### src/rtl/b01_serial_adder_seq.sv
// b01_serial_adder_seq: accepts a parallel operand pair, streams it LSB-first
// onto LINE1/LINE2, accumulates the serial sum and carry, and returns the
// parallel sum plus unsigned carry-out over a valid/ready handshake.
module b01_serial_adder_seq #(
    parameter int unsigned WIDTH = 8
) (
    input  logic             CLOCK,
    input  logic             RESET_N,
    input  logic             IN_VALID,
    output logic             IN_READY,
    input  logic [WIDTH-1:0] IN_A,
    input  logic [WIDTH-1:0] IN_B,
    output logic             OUT_VALID,
    input  logic             OUT_READY,
    output logic [WIDTH-1:0] OUT_SUM,
    output logic             OUT_OVERFLW,
    output logic             LINE1,
    output logic             LINE2,
    output logic             OUTP,
    output logic             BUSY
);

    localparam int unsigned CW = $clog2(WIDTH);
    localparam logic [CW-1:0] LAST = CW'(WIDTH - 1);

    typedef enum logic [1:0] {
        ST_IDLE,
        ST_SHIFT,
        ST_HOLD
    } state_t;

    state_t           state;
    logic [WIDTH-1:0] sa;
    logic [WIDTH-1:0] sb;
    logic [WIDTH-1:0] res;
    logic             carry;
    logic [CW-1:0]    cnt;
    logic             sum_bit;
    logic             carry_next;
    logic [WIDTH-1:0] res_next;

    // Full-adder slice on the current serial bits and the next result image
    always_comb begin
        sum_bit    = sa[0] ^ sb[0] ^ carry;
        carry_next = (sa[0] & sb[0]) | (sa[0] & carry) | (sb[0] & carry);
        res_next   = {sum_bit, res[WIDTH-1:1]};
    end

    // Serial lines show the operand LSBs only while shifting
    always_comb begin
        LINE1 = (state == ST_SHIFT) & sa[0];
        LINE2 = (state == ST_SHIFT) & sb[0];
    end

    // Control FSM with registered handshake/status outputs and the datapath registers
    always_ff @(posedge CLOCK) begin
        if (!RESET_N) begin
            state       <= ST_IDLE;
            sa          <= '0;
            sb          <= '0;
            res         <= '0;
            carry       <= 1'b0;
            cnt         <= '0;
            IN_READY    <= 1'b1;
            OUT_VALID   <= 1'b0;
            OUT_SUM     <= '0;
            OUT_OVERFLW <= 1'b0;
            OUTP        <= 1'b0;
            BUSY        <= 1'b0;
        end else begin
            case (state)
                ST_IDLE: begin
                    if (IN_VALID) begin
                        sa       <= IN_A;
                        sb       <= IN_B;
                        carry    <= 1'b0;
                        cnt      <= '0;
                        state    <= ST_SHIFT;
                        IN_READY <= 1'b0;
                        BUSY     <= 1'b1;
                    end
                end
                ST_SHIFT: begin
                    carry <= carry_next;
                    OUTP  <= sum_bit;
                    res   <= res_next;
                    sa    <= {1'b0, sa[WIDTH-1:1]};
                    sb    <= {1'b0, sb[WIDTH-1:1]};
                    cnt   <= cnt + CW'(1);
                    if (cnt == LAST) begin
                        state       <= ST_HOLD;
                        OUT_SUM     <= res_next;
                        OUT_OVERFLW <= carry_next;
                        OUT_VALID   <= 1'b1;
                    end
                end
                ST_HOLD: begin
                    // IN_READY rises only once IDLE is reached, so no same-cycle bypass
                    if (OUT_READY) begin
                        state     <= ST_IDLE;
                        OUT_VALID <= 1'b0;
                        IN_READY  <= 1'b1;
                        BUSY      <= 1'b0;
                    end
                end
                default: begin
                    state <= ST_IDLE;
                end
            endcase
        end
    end

endmodule
### config.mk
export PLATFORM = sky130hd
export DESIGN_NAME = b01_serial_adder_seq
export DESIGN_NICKNAME = d
export VERILOG_FILES = /design/src/rtl/b01_serial_adder_seq.sv
export SDC_FILE = /design/constraint.sdc
export NUM_CORES = 1
export LEC_CHECK = 0
export CAP_MARGIN = 10
export CORE_MARGIN = 2
export CORE_UTILIZATION = 48
export CTS_CLUSTER_DIAMETER = 150
export CTS_CLUSTER_SIZE = 30
export DETAILED_ROUTE_END_ITERATION = 8
export PLACE_DENSITY_LB_ADDON = 0.2
export SLEW_MARGIN = 20
export SYNTH_ARGS = -nofsm -noshare
export SYNTH_HDL_FRONTEND = slang
export SYNTH_SLANG_ARGS = --single-unit
### constraint.sdc
create_clock -name CLOCK -period 4.1 [get_ports CLOCK]
set_clock_uncertainty 0.05 [all_clocks]
set_input_delay 1.025 -clock CLOCK [delete_from_list [all_inputs] [get_ports CLOCK]]
set_output_delay 1.025 -clock CLOCK [all_outputs]
set_load 0.05 [all_outputs]
==> flow_metrics.py <==
metrics = {
    "run_status": {
        "status": "finished, final reports clean",
    },
    "detailed_routing": {
        "dr.pass1.iters": 6,
        "postRouteAntennaNets": 0,
        "routedWlPerCell_um": 12.92,
        "remaining_drc_errors": 0,
        "initialDrtViolationCount": 130,
        "drt-total-wl_um": 3488,
        "detail_routed_via_count_per_cell": 5.293,
        "vias": 1429,
    },
    "layout": {
        "fillCellCount": 326,
        "finish.net_count": 244,
        "antenna-diode-count": 0,
        "area_growth_syn_to_fin_pct": 24.91,
        "fraction_of_layout_cells_with_a_size_suffix_above_1_pct": 10.36,
    },
    "timing": {
        "setup-tns-final_ns": 0,
        "setup_violations": 0,
        "slew_violations": 0,
        "layout_min_cycle_time_ns": 3.090,
        "final-hold-violation-count": 0,
        "fin_crit_sh_pct": 75.37,
        "timing.hold.ws_ns": 0.3981,
        "max_freq_mhz": 323.6,
        "grt_setup_unrepaired": "no",
        "worst_slew_margin_rel_pct": 58.19,
        "tightest_slew_ns": 0.6252,
    },
    "hold_path": {
        "worstHoldPathType": "reg -> reg",
    },
    "die": {
        "floorplan.die_area_um2": 4240,
        "core_area_um2": 3633,
        "die-height_um": 65.12,
        "core.rowCount": 22,
        "initial_cell_density_of_the_core_pct": 49.35,
        "top_level_ports": 35,
        "die_x_um": 65.12,
    },
    "synthesis": {
        "ys_ff_latch": 41,
        "post_synth_main_area_contributors": "sky130_fd_sc_hd__dfxtp_1 46%, sky130_fd_sc_hd__mux2i_1 7.8%, sky130_fd_sc_hd__nand2_1 5.9%",
        "synth.lib_cells_used.distinct": 34,
        "synth.yosys.seq_area_share_pct": 45.78,
        "synth-edff-count": 0,
        "predominant_post_synthesis_flop_cell": "sky130_fd_sc_hd__dfxtp_1",
        "ys_top_cells_by_count": "41 x sky130_fd_sc_hd__dfxtp_1, 28 x sky130_fd_sc_hd__nand2_1, 19 x sky130_fd_sc_hd__nand3_1, 14 x sky130_fd_sc_hd__mux2i_1, 14 x sky130_fd_sc_hd__o211ai_1",
        "synthCells": 193,
        "synth_top_area_share_pct": 45.78,
        "ys_async_sr_fraction_pct": 0,
        "synthMostInstantiatedCell": "sky130_fd_sc_hd__dfxtp_1",
        "yosys.area.top_type": "sky130_fd_sc_hd__dfxtp_1",
        "total_nets_after_synthesis": 216,
        "synth.avg_cell_area_um2": 9.290,
        "synth.yosys.warnings": 0,
        "syn-cell-area_um2": 1793,
    },
    "power_and_ir_drop": {
        "ir_worst_vdd_uv": 231.4,
        "intPower_mw": 0.6599,
        "power.net_switching_mw": 0.2032,
        "combinationalPowerShare_pct": 12.1,
        "share_clk_of_total_power_pct": 38.6,
        "p_seq_share_pct": 49.3,
        "leakagePower_nw": 0.8408,
        "pd_cells_nw_per_um2": 385.4,
        "sw_frac_of_total_pct": 23.54,
    },
    "critical_path": {
        "cp-endpoint": "LINE2",
        "worst_setup_path_end_kind": "primary output",
        "worstReg2RegEnd": "sb[1]",
        "worst-setup-path-type": "reg -> out",
        "r2r_setup_slack_ns": 2.51,
        "data_required_critical_path_ns": 3.02,
        "timing.critical_path.from_type": "flop",
        "timing.critical_path.fanout_max": 12,
        "worstRegToRegCells": 4,
        "regToRegStartpoint": "state[0]",
        "worstPathArrival_ns": 2.02,
        "critPathLaunch": "state[1]",
    },
    "clock_tree": {
        "cts_sinks": 41,
        "clkLatencyLatePin_ns": 0.29,
        "ctsHoldBuffers": 0,
        "clkSlewWorstSetupHoldPaths_ns": 0.08,
        "postCtsResizedCells": 0,
        "ctsLongestPathBuffers": 2,
        "post_cts.repair.setup_buffers": 0,
        "tritoncts": "yes",
        "clk_root_buffer_cell": "sky130_fd_sc_hd__clkbuf_8",
        "tritoncts.num_buffers": 5,
        "cts_max_level": 2,
    },
    "place": {
        "post-dp-hpwl_um": 2446,
        "io_buffer_count": 34,
        "gpl.final_weighted_congestion": 0.7828,
    },
    "global_routing": {
        "globalRouteTotalUtil_pct": 18.60,
        "global_route.overflow_total": 0,
        "antenna_found_initial": 0,
        "grt_pass1_vias": 1371,
        "grt_first_pass_wirelength_um": 6072,
        "largest_net_degree_at_the_start_of_global_routing": 35,
    },
    "run": {
        "maxCapViolCount": 0,
    },
}
==> per-stage QoR <==
stage | area, um2 | setup WS (ns) | std cells | utilization, % | power [mW]
6_report | 2240 | 1.010 | 270 | 61.64 | 0.8631
5_1_grt | 2240 | 0.9201 | 270 | 61.64 | 0.9018
4_1_cts | 2240 | 1.003 | 270 | 61.64 | 0.8717
3_5_place_dp | 2123 | 1.269 | 262 | 58.44 | 0.5400
3_3_place_gp | 2123 | 1.325 | 262 | 58.44 | 0.5367
2_1_floorplan | 1793 | 1.842 | 193 | - | 0.5058
==> state kept, by name, summed over array words and instances (netlist names) <==
register	cells
cnt	3
sa	8
res	6
carry	1
OUT_SUM	8
IN_READY	1
BUSY	1
OUT_OVERFLW	1
sb	8
state	2
OUT_VALID	1
OUTP	1
==> layout make-up <==
class | instances | area, um2 | share of cell area, %
multi-input combinational | 134 | 872.1 | 38.94
sequential | 41 | 820.8 | 36.65
timing repair buffer | 37 | 362.8 | 16.20
clock buffer | 7 | 86.33 | 3.855
tap | 48 | 60.06 | 2.682
clock inverter | 1 | 30.03 | 1.341
inverter | 2 | 7.507 | 0.3352
==> worst min-delay path by stage <==
stage	cells past startpoint	end	from	slack, ns
after global placement	2	OUT_SUM[3]	OUT_SUM[3]	0.39
after detailed placement	2	OUT_SUM[3]	OUT_SUM[3]	0.39
after global routing	2	OUT_SUM[0]	OUT_SUM[0]	0.43
after CTS	2	OUT_SUM[3]	OUT_SUM[3]	0.40
after floorplan	2	OUT_SUM[0]	res[1]	0.38
final	2	OUT_SUM[3]	OUT_SUM[3]	0.40
==> metal layers <==
metal  GRT usage, %  part of all wire (%)
met4          8.594                   1.5
met5              0                     0
met3          3.596                   3.9
met2          32.99                    50
met1          21.63                    44
==> worst max-delay path, cell delays in order (launching register included) <==
cell                              delay (ns)
sky130_fd_sc_hd__dfxtp_1                0.31
sky130_fd_sc_hd__and2b_1                0.42
sky130_fd_sc_hd__and2_1                 0.20
sky130_fd_sc_hd__clkdlybuf4s50_1        0.80
==> cell families after synthesis <==
family	Yosys count	synth area share [%]
and+or+nand+nor	64	17.73
AOI/OAI and AO/OA	53	20.59
DFF	41	45.78
buffers and inverters	18	5.582
muxes	14	7.816
adders and majority gates	3	2.512
==> power by group through the flow <==
stage | clock [mW] | sequential (mW) | combinational [mW]
after floorplan | 0 | 0.442 | 0.0637
after global placement | 0 | 0.434 | 0.103
after detailed placement | 0 | 0.435 | 0.105
after CTS | 0.341 | 0.426 | 0.105
after global routing | 0.360 | 0.428 | 0.114
final | 0.334 | 0.425 | 0.104
==> cell usage in the layout (no fill, tap or decap), types with 3 or more instances in the layout <==
cell and n:
sky130_fd_sc_hd__a21oi_1 4, sky130_fd_sc_hd__nand2_1 28, sky130_fd_sc_hd__o21ai_2 10, sky130_fd_sc_hd__clkbuf_8 6, sky130_fd_sc_hd__a21boi_0 8, sky130_fd_sc_hd__clkdlybuf4s50_1 34, sky130_fd_sc_hd__nand3_1 19, sky130_fd_sc_hd__mux2i_1 14
sky130_fd_sc_hd__buf_4 3, sky130_fd_sc_hd__dfxtp_1 41, sky130_fd_sc_hd__o21ai_0 10, sky130_fd_sc_hd__o211ai_1 14
No activity file was read; power rests on OpenSTA's default activity.
